<file path="config.mk">
export PLATFORM = sky130hd
export DESIGN_NAME = rom_dl_bridge
export DESIGN_NICKNAME = d
export VERILOG_FILES = /design/src/rtl/rom_dl_pkg.sv /design/src/rtl/dl_fifo.sv /design/src/rtl/rom_dl_bridge.sv
export SDC_FILE = /design/constraint.sdc
export NUM_CORES = 1
export LEC_CHECK = 0
export ABC_CLOCK_PERIOD_IN_PS = 4400
export CAP_MARGIN = 15
export CORE_MARGIN = 2
export CORE_UTILIZATION = 60
export CTS_CLUSTER_SIZE = 14
export DETAILED_ROUTE_END_ITERATION = 7
export DONT_BUFFER_PORTS = 1
export GPL_TIMING_DRIVEN = 0
export PLACE_DENSITY_LB_ADDON = 0.08
export SLEW_MARGIN = 20
export SYNTH_ARGS = -nofsm -noshare
export SYNTH_HDL_FRONTEND = slang
export SYNTH_SLANG_ARGS = --single-unit
</file>
<file path="constraint.sdc">
create_clock -name clk_sys -period 4.4 [get_ports clk_sys]
set_input_delay 0.66 -clock clk_sys [delete_from_list [all_inputs] [get_ports clk_sys]]
set_output_delay 0.66 -clock clk_sys [all_outputs]
set_load 0.05 [all_outputs]
</file>
<file path="src/rtl/rom_dl_pkg.sv">
// rom_dl_pkg: shared types for the ROM download bridge.
//   dl_state_t    - request FSM states (IDLE / WAIT)
//   fifo_entry_t  - one buffered SDRAM write {a, ds, d}
//   SDRAM_AW      - SDRAM word-address width
//   single_entry  - builds the entry for one lone byte
package rom_dl_pkg;

    localparam int SDRAM_AW = 23;

    typedef enum logic {
        ST_IDLE = 1'b0,
        ST_WAIT = 1'b1
    } dl_state_t;

    typedef struct packed {
        logic [SDRAM_AW-1:0] a;
        logic [1:0]          ds;
        logic [15:0]         d;
    } fifo_entry_t;

    // A lone byte goes to both halves of the word; the strobe selects the
    // half that matches the byte-address LSB (ds = {hi, lo}).
    function automatic fifo_entry_t single_entry(input logic [SDRAM_AW:0] addr,
                                                 input logic [7:0]        b);
        fifo_entry_t e;
        e.a  = addr[SDRAM_AW:1];
        e.ds = {addr[0], ~addr[0]};
        e.d  = {b, b};
        return e;
    endfunction

endpackage

</file>
<file path="src/rtl/dl_fifo.sv">
// dl_fifo: synchronous FIFO of fifo_entry_t with first-word-fall-through head.
//   clk_i, rst_ni   - clock, asynchronous active-low reset
//   push_i, din_i   - write request and entry; accepted when not full or popping
//   pop_i           - removes the head entry (ignored when empty)
//   head_o          - current head entry
//   full_o, empty_o - occupancy flags
// Pointers carry one extra wrap bit so full and empty are distinguishable.
module dl_fifo
    import rom_dl_pkg::*;
#(
    parameter int DEPTH = 4
) (
    input  logic        clk_i,
    input  logic        rst_ni,
    input  logic        push_i,
    input  fifo_entry_t din_i,
    input  logic        pop_i,
    output fifo_entry_t head_o,
    output logic        full_o,
    output logic        empty_o
);

    localparam int AW = $clog2(DEPTH);

    logic [AW:0] wr_q, rd_q;
    fifo_entry_t mem_q [DEPTH];
    logic        do_push, do_pop;

    // A pop in the same cycle frees the slot, so a push into a full FIFO
    // is still accepted when the head leaves at the same time.
    assign do_push = push_i & (~full_o | pop_i);
    assign do_pop  = pop_i & ~empty_o;

    assign empty_o = (wr_q == rd_q);
    assign full_o  = (wr_q[AW] != rd_q[AW]) && (wr_q[AW-1:0] == rd_q[AW-1:0]);
    assign head_o  = mem_q[rd_q[AW-1:0]];

    always_ff @(posedge clk_i or negedge rst_ni) begin
        if (!rst_ni) begin
            wr_q <= '0;
            rd_q <= '0;
        end else begin
            if (do_push) wr_q <= wr_q + (AW+1)'(1);
            if (do_pop)  rd_q <= rd_q + (AW+1)'(1);
        end
    end

    always_ff @(posedge clk_i) begin
        if (do_push) mem_q[wr_q[AW-1:0]] <= din_i;
    end

endmodule

</file>
<file path="src/rtl/rom_dl_bridge.sv">
// rom_dl_bridge: turns ioctl ROM-download byte strobes into toggle-handshake
// SDRAM word writes, buffered through dl_fifo.
//   clk_sys, reset_n                 - system clock, asynchronous active-low reset
//   ioctl_download/wr/addr/dout      - download side (byte strobes, rising edge counts)
//   port_req/ack                     - SDRAM toggle handshake
//   port_a/ds/d/we                   - SDRAM word address, byte strobes, data, write enable
//   busy, overflow, dl_done          - activity, sticky drop flag, completion pulse
// Optional build macro DL_WORD_MERGE_EN: pairs an even byte with the following
// odd byte into one 16-bit write.
module rom_dl_bridge
    import rom_dl_pkg::*;
#(
    parameter int FIFO_DEPTH = 4,
    parameter int ADDR_W     = 25
) (
    input  logic                clk_sys,
    input  logic                reset_n,
    input  logic                ioctl_download,
    input  logic                ioctl_wr,
    input  logic [ADDR_W-1:0]   ioctl_addr,
    input  logic [7:0]          ioctl_dout,
    output logic                port_req,
    input  logic                port_ack,
    output logic [SDRAM_AW-1:0] port_a,
    output logic [1:0]          port_ds,
    output logic [15:0]         port_d,
    output logic                port_we,
    output logic                busy,
    output logic                overflow,
    output logic                dl_done
);

    logic        wr_q, dl_q;
    logic        wr_rise, dl_rise, dl_fall;
    logic        push_vld_q, push_vld_d;
    fifo_entry_t push_ent_q, push_ent_d;
    logic        overflow_q, overflow_d;
    logic        done_pend_q, done_pend_d;
    dl_state_t   state_q, state_d;
    logic        req_q, req_d;
    fifo_entry_t out_q, out_d;
    logic        fifo_pop, fifo_full, fifo_empty;
    fifo_entry_t fifo_head;
    logic        hold_busy;
    logic        busy_int;
    logic        unused_addr_hi;

    assign unused_addr_hi = ^ioctl_addr[ADDR_W-1:SDRAM_AW+1];

    assign wr_rise = ioctl_wr & ~wr_q & ioctl_download;
    assign dl_rise = ioctl_download & ~dl_q;
    assign dl_fall = ~ioctl_download & dl_q;

`ifdef DL_WORD_MERGE_EN
    logic              hold_vld_q, hold_vld_d;
    logic [ADDR_W-1:0] hold_a_q, hold_a_d;
    logic [7:0]        hold_b_q, hold_b_d;
    logic              pair_hit;

    assign hold_busy = hold_vld_q;
    assign pair_hit  = hold_vld_q & ~hold_a_q[0] & (ioctl_addr == hold_a_q + ADDR_W'(1));

    // Strobes are at least two cycles apart, so a byte parked here because of
    // a two-push collision (odd byte after an unrelated hold) drains in the
    // quiet cycle that follows.
    always_comb begin
        push_vld_d = 1'b0;
        push_ent_d = push_ent_q;
        hold_vld_d = hold_vld_q;
        hold_a_d   = hold_a_q;
        hold_b_d   = hold_b_q;
        if (wr_rise) begin
            if (pair_hit) begin
                push_vld_d    = 1'b1;
                push_ent_d.a  = ioctl_addr[SDRAM_AW:1];
                push_ent_d.ds = 2'b11;
                push_ent_d.d  = {ioctl_dout, hold_b_q};
                hold_vld_d    = 1'b0;
            end else begin
                if (hold_vld_q) begin
                    push_vld_d = 1'b1;
                    push_ent_d = single_entry(hold_a_q[SDRAM_AW:0], hold_b_q);
                end else if (ioctl_addr[0]) begin
                    push_vld_d = 1'b1;
                    push_ent_d = single_entry(ioctl_addr[SDRAM_AW:0], ioctl_dout);
                end
                if (hold_vld_q || !ioctl_addr[0]) begin
                    hold_vld_d = 1'b1;
                    hold_a_d   = ioctl_addr;
                    hold_b_d   = ioctl_dout;
                end
            end
        end else if (hold_vld_q && (hold_a_q[0] || dl_fall)) begin
            push_vld_d = 1'b1;
            push_ent_d = single_entry(hold_a_q[SDRAM_AW:0], hold_b_q);
            hold_vld_d = 1'b0;
        end
    end

    always_ff @(posedge clk_sys or negedge reset_n) begin
        if (!reset_n) hold_vld_q <= 1'b0;
        else          hold_vld_q <= hold_vld_d;
    end

    always_ff @(posedge clk_sys) begin
        hold_a_q <= hold_a_d;
        hold_b_q <= hold_b_d;
    end
`else
    assign hold_busy = 1'b0;

    always_comb begin
        push_vld_d = 1'b0;
        push_ent_d = push_ent_q;
        if (wr_rise) begin
            push_vld_d = 1'b1;
            push_ent_d = single_entry(ioctl_addr[SDRAM_AW:0], ioctl_dout);
        end
    end
`endif

    dl_fifo #(
        .DEPTH (FIFO_DEPTH)
    ) u_fifo (
        .clk_i   (clk_sys),
        .rst_ni  (reset_n),
        .push_i  (push_vld_q),
        .din_i   (push_ent_q),
        .pop_i   (fifo_pop),
        .head_o  (fifo_head),
        .full_o  (fifo_full),
        .empty_o (fifo_empty)
    );

    // The registered push stage counts as buffered content, so dl_done cannot
    // fire while the last byte is still on its way into the FIFO.
    assign busy_int = ioctl_download | push_vld_q | ~fifo_empty
                    | (state_q != ST_IDLE) | hold_busy;
    assign busy     = reset_n & busy_int;
    assign dl_done  = done_pend_q & ~busy_int;

    always_comb begin
        overflow_d = overflow_q;
        if (dl_rise) overflow_d = 1'b0;
        if (push_vld_q && fifo_full && !fifo_pop) overflow_d = 1'b1;

        done_pend_d = done_pend_q;
        if (dl_rise)      done_pend_d = 1'b0;
        else if (dl_fall) done_pend_d = 1'b1;
        else if (dl_done) done_pend_d = 1'b0;
    end

    // Request FSM: the head stays in the FIFO until acknowledged, and the
    // output registers are only reloaded in IDLE, which keeps a/ds/d stable.
    always_comb begin
        state_d  = state_q;
        req_d    = req_q;
        out_d    = out_q;
        fifo_pop = 1'b0;
        case (state_q)
            ST_IDLE: begin
                if (!fifo_empty) begin
                    out_d   = fifo_head;
                    req_d   = ~req_q;
                    state_d = ST_WAIT;
                end
            end
            ST_WAIT: begin
                if (port_ack == req_q) begin
                    fifo_pop = 1'b1;
                    state_d  = ST_IDLE;
                end
            end
            default: state_d = ST_IDLE;
        endcase
    end

    always_ff @(posedge clk_sys or negedge reset_n) begin
        if (!reset_n) begin
            wr_q        <= 1'b0;
            dl_q        <= 1'b0;
            push_vld_q  <= 1'b0;
            overflow_q  <= 1'b0;
            done_pend_q <= 1'b0;
            state_q     <= ST_IDLE;
            req_q       <= 1'b0;
            out_q       <= '0;
        end else begin
            wr_q        <= ioctl_wr;
            dl_q        <= ioctl_download;
            push_vld_q  <= push_vld_d;
            overflow_q  <= overflow_d;
            done_pend_q <= done_pend_d;
            state_q     <= state_d;
            req_q       <= req_d;
            out_q       <= out_d;
        end
    end

    always_ff @(posedge clk_sys) begin
        push_ent_q <= push_ent_d;
    end

    assign port_req = req_q;
    assign port_a   = out_q.a;
    assign port_ds  = out_q.ds;
    assign port_d   = out_q.d;
    assign port_we  = (state_q == ST_WAIT);
    assign overflow = overflow_q;

endmodule

</file>
* Word level (Yosys, flattened, before mapping)
Memories as Yosys holds them, arrays and structs flattened. A register that Yosys moved wholly into a read port is not among the register bits.
Index checks and enable logic that the tools add are counted.
** Word-level totals
- Logic and storage cells :: 61
- Memories :: 1
- Bits in writable memories :: 164
- Latch bits :: 0
- Output and inout port bits :: 46
- Bits in read-only memories :: 0
- Register bits after elaboration :: 54
- Input bits :: 38
** Operators by class
- Bitwise operators :: 21
- Muxes and demuxes :: 13
- Reduce and logical (&&, ||, !) cells :: 8
- Multipliers :: 0
- Div/mod/pow operators :: 0
- Magnitude comparators :: 0
- Add/sub/neg operators :: 2
- Shift-type cells :: 0
- Equality and inequality tests :: 4
** Memory list
- u_fifo.mem_q :: depth 4, bits a word 41, rd ports 1, clocked after Yosys merged registers in 1, wr ports 1, RTL line dl_fifo.sv:26 : fifo_entry_t mem_q [DEPTH];
** Operator list (count)
- 1-bit two-way mux :: 12
- 1-bit NOT :: 9
- 1-bit bitwise AND :: 8
- 3-bit by 1-bit adder with 3-bit output (second input constant) :: 2
- 1-bit OR :: 4
- 3-bit == test :: 1
- 1-bit logical AND :: 3
- 3-bit nonzero test :: 1
- 2-bit == test :: 1
- 1-bit logical NOT :: 2
- 1-bit case mux with 2 select lines :: 1
- 2-bit AND reduction :: 1
- 2-bit nonzero test :: 1
- 1-bit == test :: 1
- 1-bit inequality test :: 1

* Logic depth before layout (Yosys ltp)
Gate-level depths: netlist (run 1).
- Word-level depth :: 9
- Gate-level depth with buffers :: 5
- Mapped depth without buffers :: 4

* By module
A second synthesis (run 1) with hierarchy kept.
** Second synthesis, totals
- Cells, all modules :: 406
- Area, all modules :: 9167.5 µm²
** By module, submodules not included
- dl_fifo :: cells each 261, times used 1, seq. area each 5074.9 µm², area an instance 6353.6 µm²
- rom_dl_bridge :: cells each 145, times used 1, seq. area each 2192.1 µm², area an instance 2813.9 µm²

* Worst setup path before layout (run 1)
OpenSTA, ideal clock, no wires.
- Path kind :: input to register
- Start point :: input port ioctl_download
- End point :: register push_ent_q[10] (netlist bit), enable pin
- Required time :: 3.927 ns
- Path buffers :: 0
- Library setup time :: 0.473 ns
- Cell stages on the path :: 2
- Arrival :: 3.212 ns
- Slack :: 0.715 ns
- Cells stage by stage :: inv_1 > nor3b_1
** On the way
- Cells in the longest elaborated chain, start to end :: 1
** RTL lines
- from (decl) :: RTL line rom_dl_bridge.sv:18 : input logic ioctl_download,
- 1-bit bitwise AND :: RTL line rom_dl_bridge.sv:50 : assign wr_rise = ioctl_wr & ~wr_q & ioctl_download;
- to (signal assigned) :: RTL line rom_dl_bridge.sv:201 : push_ent_q <= push_ent_d;
- to (decl) :: RTL line rom_dl_bridge.sv:36 : fifo_entry_t push_ent_q, push_ent_d;
No other way between the ends.
A chain may end at the register's enable or synchronous reset.

* Final worst setup path (run 1)
- Start point :: register u_fifo.rd_q[0]
- End point :: output port dl_done
** On the way
- Cells in the longest elaborated chain, start to end :: 6
** RTL lines
- from (decl) :: RTL line dl_fifo.sv:25 : logic [AW:0] wr_q, rd_q;
- from (signal assigned) :: RTL line dl_fifo.sv:44 : if (do_pop) rd_q <= rd_q + (AW+1)'(1);
- 3-bit == test :: RTL line dl_fifo.sv:34 : assign empty_o = (wr_q == rd_q);
- 1-bit NOT (no line)
- 1-bit OR :: RTL line rom_dl_bridge.sv:137 : assign busy_int = ioctl_download | push_vld_q | ~fifo_empty
- 1-bit OR :: RTL line rom_dl_bridge.sv:138 : | (state_q != ST_IDLE) | hold_busy;
- 1-bit NOT :: RTL line rom_dl_bridge.sv:140 : assign dl_done = done_pend_q & ~busy_int;
- 1-bit bitwise AND :: RTL line rom_dl_bridge.sv:140
- to (decl) :: RTL line rom_dl_bridge.sv:30 : output logic dl_done
No other way between the ends.

==> results of run 1 <==
==> routing by layer <==
metal	up-vias	track usage	part of all wire
li1	1418	-	-
met2	75	0.2963	0.51
met5	-	0	0
met4	0	0.05804	0.027
met3	27	0.03909	0.046
met1	1675	0.2346	0.41
==> worst max path at each step <==
stage / startpoint / end / depth (start not counted)
4_1_cts: u_fifo.rd_q[0] / dl_done / 5
3_3_place_gp: ioctl_download / push_ent_q[22] / 2
3_5_place_dp: port_req / u_fifo.mem_q[1][20] / 5
5_1_grt: u_fifo.rd_q[1] / dl_done / 5
2_1_floorplan: ioctl_download / push_ent_q[10] / 2
6_report: u_fifo.rd_q[0] / dl_done / 5
==> layout by cell type (no fill, tap or decap) <==
master and n:
nand2_1 5, ha_1 5, nor4_1 1, xor2_1 4, clkbuf_8 1, o21ai_0 2
and2_1 2, nor2_4 1, clkinv_1 5, edfxtp_1 165, bufinv_16 2, clkbuf_16 23
nor3b_2 1, nor2b_2 1, xnor2_2 3, o311ai_0 1, buf_6 3, a31oi_4 1
mux2_4 30, mux4_2 33, nor2b_1 1, dfrtp_1 46, and2_2 3, inv_1 4
nand3_1 2, mux2_2 5, clkinv_2 4, diode_2 1, nor2_1 2, clkbuf_1 7
xnor2_1 4, buf_16 5, buf_4 14, a2111oi_4 1, buf_12 4
==> worst reg2reg max path, stage by stage, from the launching register on <==
cell and delay, ns:
dfrtp_1 0.58, xnor2_1 0.42, a2111oi_4 0.15, nor2b_2 0.29, and2_2 0.50, buf_16 0.23
==> per-stage QoR <==
stage / instance area [um^2] / hold WS [ns]
after floorplan: 7896 / 0.3644
after global placement: 8112 / 0.3658
after detailed placement: 8292 / 0.3660
after CTS: 9022 / 0.02380
after global routing: 9025 / 0.03591
final: 9025 / 0.02664
==> area by class of cell <==
cell class | instances | area, um^2 | area share
well taps | 172 | 215.2 | 0.02385
multi-input cells | 108 | 1615 | 0.1790
inverters | 4 | 15.01 | 0.001664
clock inverters | 11 | 98.84 | 0.01095
repair buffers | 10 | 191.4 | 0.02121
clock buffers | 28 | 604.3 | 0.06696
plain buffers | 19 | 176.4 | 0.01955
flip-flops and latches | 211 | 6106 | 0.6766
diodes | 1 | 2.502 | 0.0002773
==> report_power, final <==
group	internal (mW)	total (mW)	switching (mW)
clock network	1.08	1.77	0.687
logic	0.971	1.76	0.784
registers	2.43	3.25	0.818
==> registers in the layout, summed over array words and instances, names as in the netlist <==
name / count
port_a: 23
u_fifo.wr_q: 3
port_ds: 2
port_we: 1
u_fifo.rd_q: 3
dl_q: 1
done_pend_q: 1
port_d: 8
overflow: 1
push_ent_q: 33
wr_q: 1
port_req: 1
u_fifo.mem_q: 132
push_vld_q: 1
==> cell families (layout without fill, tap and decap cells) <==
group	after synthesis	after routing	synth area share
compound gates	5	5	0.008557
other cells	0	1	0
buf+inv	23	72	0.02424
flops	211	211	0.7733
xor+xnor	11	11	0.01505
mux	68	68	0.1583
fa+ha+maj	5	5	0.007923
simple gates	19	19	0.01268
==> timing repair <==
item,CTS,global route
hold buffers,1,0
setup endpoints to repair,0,0
hold endpoints to repair,46,0
==> out/metrics.cfg, run 1 <==
[timing]
fmax_ghz = 0.3404
post-route-period-util = 0.6677
worst_slew_pin_slew_ns = 0.9308
relSlewSlack = 0.3782
hold_violations = 0
drv_slew = 0
setup_ws_ns = 1.462
fin_crit_ns = 2.938
fin_skew_ns = 0.01404
rsz0062_at_grt = no
setup_viol = 0
fin_tns_setup_ns = 0

[floorplanning]
dieArea_um2 = 14090
die_w_um = 118.7
rows = 41
io_pins = 84
start_util = 0.6207
coreArea_um2 = 12720
die_height_um = 118.7

[clock_tree]
clkTransAtPathRegs_ns = 0.06
cts_root_buffer = clkbuf_16
ctsResizeCount = 0
h-tree-depth = 1
cts_tree = yes
cts_buffers = 22
clockBufferDepth = 3
post_cts_buffers = 0
clk-insertion-delay-late_ns = 0.49
clock-sinks = 211

[critical_path]
critPathRequiredTime_ns = 3.74
r2r_setup_slack_ns = 1.90
crit_buf_inv = 1
crit_type = flip-flop to primary output
crit_path_max_fanout = 9
slowest_stage = and2_1
critPathLaunchType = flip-flop
crit_family = simple AND/OR/NAND/NOR gates
reg2regPathDepth = 5
endpoint_kind = primary output
crit_chain = buf_6 -> xnor2_2 -> nand3_1 -> nor4_1 -> and2_1
reg2reg_to = u_fifo.mem_q[1][31]
arrival_ns = 2.28
regToRegStartpoint = port_req
critPathMaxStageDelay_ns = 0.50

[place]
port_buffers = 0
dp_slack_ns = 1.889
placed_cells = 523
dpl.hpwl_mm = 7.848
gp_congestion = 0.7201

[global_route]
grt_max_degree = 47
grt_use_total = 0.1774
antenna_found_initial = 1
grt_pass1_vias = 3391
grt_first_pass_wirelength_mm = 18.86
grt_overflow = 0

[drt]
via_per_inst = 5.665
wl_per_cell_um = 21.40
drt-total-wl_mm = 12.07
drtPass1Iterations = 4
drt_iter0_drc = 181
route.detailed.drc = 0
vias = 3195
drtAntennaViolNets = 0

[power]
p_leak_nw = 3.194
ir_drop_v = 0.0004255
total_power_mw = 6.776
powerDensity_nw_per_um2 = 750.8

[final_layout]
filler_cell_count = 809
area_growth_pct = 14.29
drive_gt1_frac = 0.3453
nets = 419
stdcell_count = 564
final_util = 0.7094

[yosys]
synth_edf_count = 165
syn_nets = 385
ys_seq_elements = 211
synthTopCellsByCount = edfxtp_1 (165), dfrtp_1 (46), mux4_2 (33), mux2_4 (30), buf_4 (11)
syn_area_um2 = 7896
yosysWarnings = 0
ys_async_sr_fraction = 0.2180
synth_flop_cell = edfxtp_1
synth.avg_cell_area_um2 = 23.09
synthTopCellsByArea = edfxtp_1 (63%), dfrtp_1 (15%), mux4_2 (9.4%)
synth_cells = 342
yosys.cell_types.count = 26
yosysTopAreaCell = edfxtp_1
synth_top_area_frac = 0.6275
seq_area_frac_synth = 0.7733
yosysMostFrequentCell = edfxtp_1

[min_path]
hold_class = primary input to async pin

[status]
run_status = completed

[flow_run]
cap_violations = 0

Power figures use the tool's default switching activity.
==> run 2, diff against run 1 <==
--- a/config.mk
+++ b/config.mk
@@ -5,10 +5,10 @@
 export SDC_FILE = /design/constraint.sdc
 export NUM_CORES = 1
 export LEC_CHECK = 0
-export ABC_CLOCK_PERIOD_IN_PS = 4400
+export ABC_CLOCK_PERIOD_IN_PS = 2480
 export CAP_MARGIN = 15
 export CORE_MARGIN = 2
-export CORE_UTILIZATION = 60
+export CORE_UTILIZATION = 56
 export CTS_CLUSTER_SIZE = 14
 export DETAILED_ROUTE_END_ITERATION = 7
 export DONT_BUFFER_PORTS = 1
==> constraint.sdc (replaced) <==
create_clock -name clk_sys -period 2.48 [get_ports clk_sys]
set_input_delay 0.372 -clock clk_sys [delete_from_list [all_inputs] [get_ports clk_sys]]
set_output_delay 0.372 -clock clk_sys [all_outputs]
set_load 0.05 [all_outputs]
==> run 2 against run 1 <==
Total power rose by 78%. Design area rose by 3.3%. Global-route usage fell by 0.15 points. Critical endpoint unchanged. Sequential share of layout area fell by 2.1 points. Clock-buffer cell count rose by 8. Largest cell class unchanged. Utilization fell by 3.5 points.
==> out/metrics.cfg, run 2 (synthesis results as in run 1) <==
[critical_path]
critPathLaunchType = flip-flop
crit_type = flip-flop to primary output
crit_buf_inv = 1  ; unchanged
r2r_setup_slack_ns = 0.15  ; -1.75 ns
arrival_ns = 1.99  ; -0.29 ns
regToRegStartpoint = port_req
reg2regPathDepth = 4  ; -1
crit_family = simple AND/OR/NAND/NOR gates
reg2reg_to = u_fifo.mem_q[1][19]
critPathMaxStageDelay_ns = 0.39  ; -0.11 ns
endpoint_kind = primary output
crit_path_max_fanout = 9  ; unchanged
crit_chain = buf_6 -> xnor2_2 -> nand3_4 -> nor4_4 -> and2_4
critPathRequiredTime_ns = 2.11  ; -1.63 ns
slowest_stage = dfrtp_1

[floorplanning]
start_util = 0.5711  ; -0.04959
dieArea_um2 = 15070  ; +6.9%
rows = 43  ; +4.9%
die_height_um = 122.7  ; +3.4%
die_w_um = 122.7  ; +3.4%
io_pins = 84  ; unchanged
coreArea_um2 = 13830  ; +8.7%

[final_layout]
final_cell_mix = edfxtp_1 (165), dfrtp_1 (46), dlygate4sd3_1 (35), mux4_2 (33), mux2_4 (30)
area_growth_pct = 18.03
final_util = 0.6741  ; -0.03532
largest_reg_flops = 132  ; unchanged
design_area_um2 = 9320  ; +3.3%
antennaDiodeCount = 0  ; -1
nets = 448  ; +6.9%
final_common_cell = edfxtp_1
filler_cell_count = 884  ; +9.3%
stdcell_count = 601  ; +6.6%
drive_gt1_frac = 0.3183  ; -0.02698

[timing]
setup_ws_ns = 0.1217  ; -1.340 ns
post-route-period-util = 0.9509
hold_slack_ns = 0.01975  ; -0.006894 ns
fin_crit_ns = 2.358
worst_slew_pin_slew_ns = 0.7801  ; -0.1507 ns
fmax_ghz = 0.4240
fin_tns_setup_ns = 0  ; unchanged
relSlewSlack = 0.4799  ; +0.1017
drv_slew = 0  ; unchanged
fin_skew_ns = 0.01383  ; -0.0002021 ns
setup_viol = 0  ; unchanged
rsz0062_at_grt = no
hold_violations = 0  ; unchanged

[clock_tree]
h-tree-depth = 1  ; unchanged
cts_root_buffer = clkbuf_16
clockBufferDepth = 3  ; unchanged
cts_tree = yes
clkTransAtPathRegs_ns = 0.06  ; about the same
post_cts_buffers = 0  ; unchanged
clock-sinks = 211  ; unchanged
clk-insertion-delay-late_ns = 0.49  ; about the same
cts_buffers = 22  ; unchanged

[drt]
drt_iter0_drc = 161  ; -11%
wl_per_cell_um = 21.06  ; -1.6%
drtAntennaViolNets = 0  ; unchanged
via_per_inst = 5.426  ; -4.2%
route.met2.wl_mm = 6.410  ; +3.5%
drtPass1Iterations = 5  ; +1
wl_met3_um = 650  ; +16%
route.detailed.drc = 0  ; unchanged
vias = 3261  ; +2.1%
wl_met1_mm = 5.382  ; +7.8%
top_layer_used = met4
drt-total-wl_mm = 12.66  ; +4.9%

[place]
port_buffers = 0  ; unchanged
dp_slack_ns = -0.2398  ; -2.129 ns
placed_cells = 525  ; +0.38%
gp_congestion = 0.6524  ; -9.4%
place_area_um2 = 8198  ; -1.1%
dpl.hpwl_mm = 7.060  ; -10%

[power]
swShare = 0.3418  ; +0.003853
combPwrFrac = 0.264  ; +0.005
p_seq_frac = 0.479  ; about the same
p_clk_frac = 0.257  ; -0.004
total_power_mw = 12.07  ; +78%
intPower_mw = 7.944  ; +77%
ir_drop_v = 0.0007052  ; +66%
p_leak_nw = 3.301  ; +3.4%
power.switching_mw = 4.126  ; +80%
powerDensity_nw_per_um2 = 1295  ; +72%

[min_path]
holdPathStages = 1
holdPathEnd = push_ent_q[16]
hold_class = primary input to flip-flop
hp-start = ioctl_addr[0]

[global_route]
grt_overflow = 0  ; unchanged
grt_max_degree = 47  ; unchanged
grt_first_pass_wirelength_mm = 19.63  ; +4.1%
grt_pass1_vias = 3578  ; +5.5%
grt_use_total = 0.1759  ; -0.001461
antenna_found_initial = 0  ; -1

[status]
run_status = completed

[flow_run]
cap_violations = 0  ; unchanged

run 2: repair_timing:
item / 4_1_cts / 5_1_grt
resized for setup: 3 / 8
setup endpoints to repair: 101 / 101
hold endpoints to repair: 80 / 0
hold buffers: 36 / 0
pin swaps: 0 / 2
run 2: power groups by stage:
| stage | combinational [mW] | sequential (mW) | clock (mW) |
|---|---|---|---|
| floorplan | 2.70 | 5.72 | 0 |
| global placement | 3.07 | 5.84 | 0 |
| detailed placement | 3.12 | 5.85 | 0 |
| CTS | 3.20 | 5.79 | 3.17 |
| global route | 3.43 | 5.85 | 3.31 |
| finish | 3.19 | 5.78 | 3.10 |
run 2: per-layer routing:
layer | global-route usage | vias to the layer above
li1 | - | 1480
met1 | 0.2280 | 1684
met2 | 0.3018 | 81
met3 | 0.04275 | 16
met4 | 0.04310 | 0
met5 | 0 | -
run 2: final cells by class:
class | count | area, um^2 | area share
multi-input combinational | 108 | 1665 | 0.1787
inverter | 4 | 15.01 | 0.001611
buffer | 19 | 176.4 | 0.01893
sequential | 211 | 6106 | 0.6551
clock inverter | 4 | 16.27 | 0.001745
tap | 180 | 225.2 | 0.02416
clock buffer | 36 | 684.4 | 0.07343
timing repair buffer | 39 | 431.7 | 0.04631
run 2: worst max path at each step:
stage	slack (ns)	to	depth (start not counted)	startpoint
floorplan	0.06	u_fifo.mem_q[3][10]	3	port_req
global route	0.02	dl_done	5	u_fifo.rd_q[0]
global placement	-0.84	push_ent_q[20]	2	ioctl_download
detailed placement	-0.24	u_fifo.mem_q[1][20]	4	port_req
finish	0.12	dl_done	5	u_fifo.rd_q[0]
CTS	-0.26	u_fifo.mem_q[1][23]	4	port_req
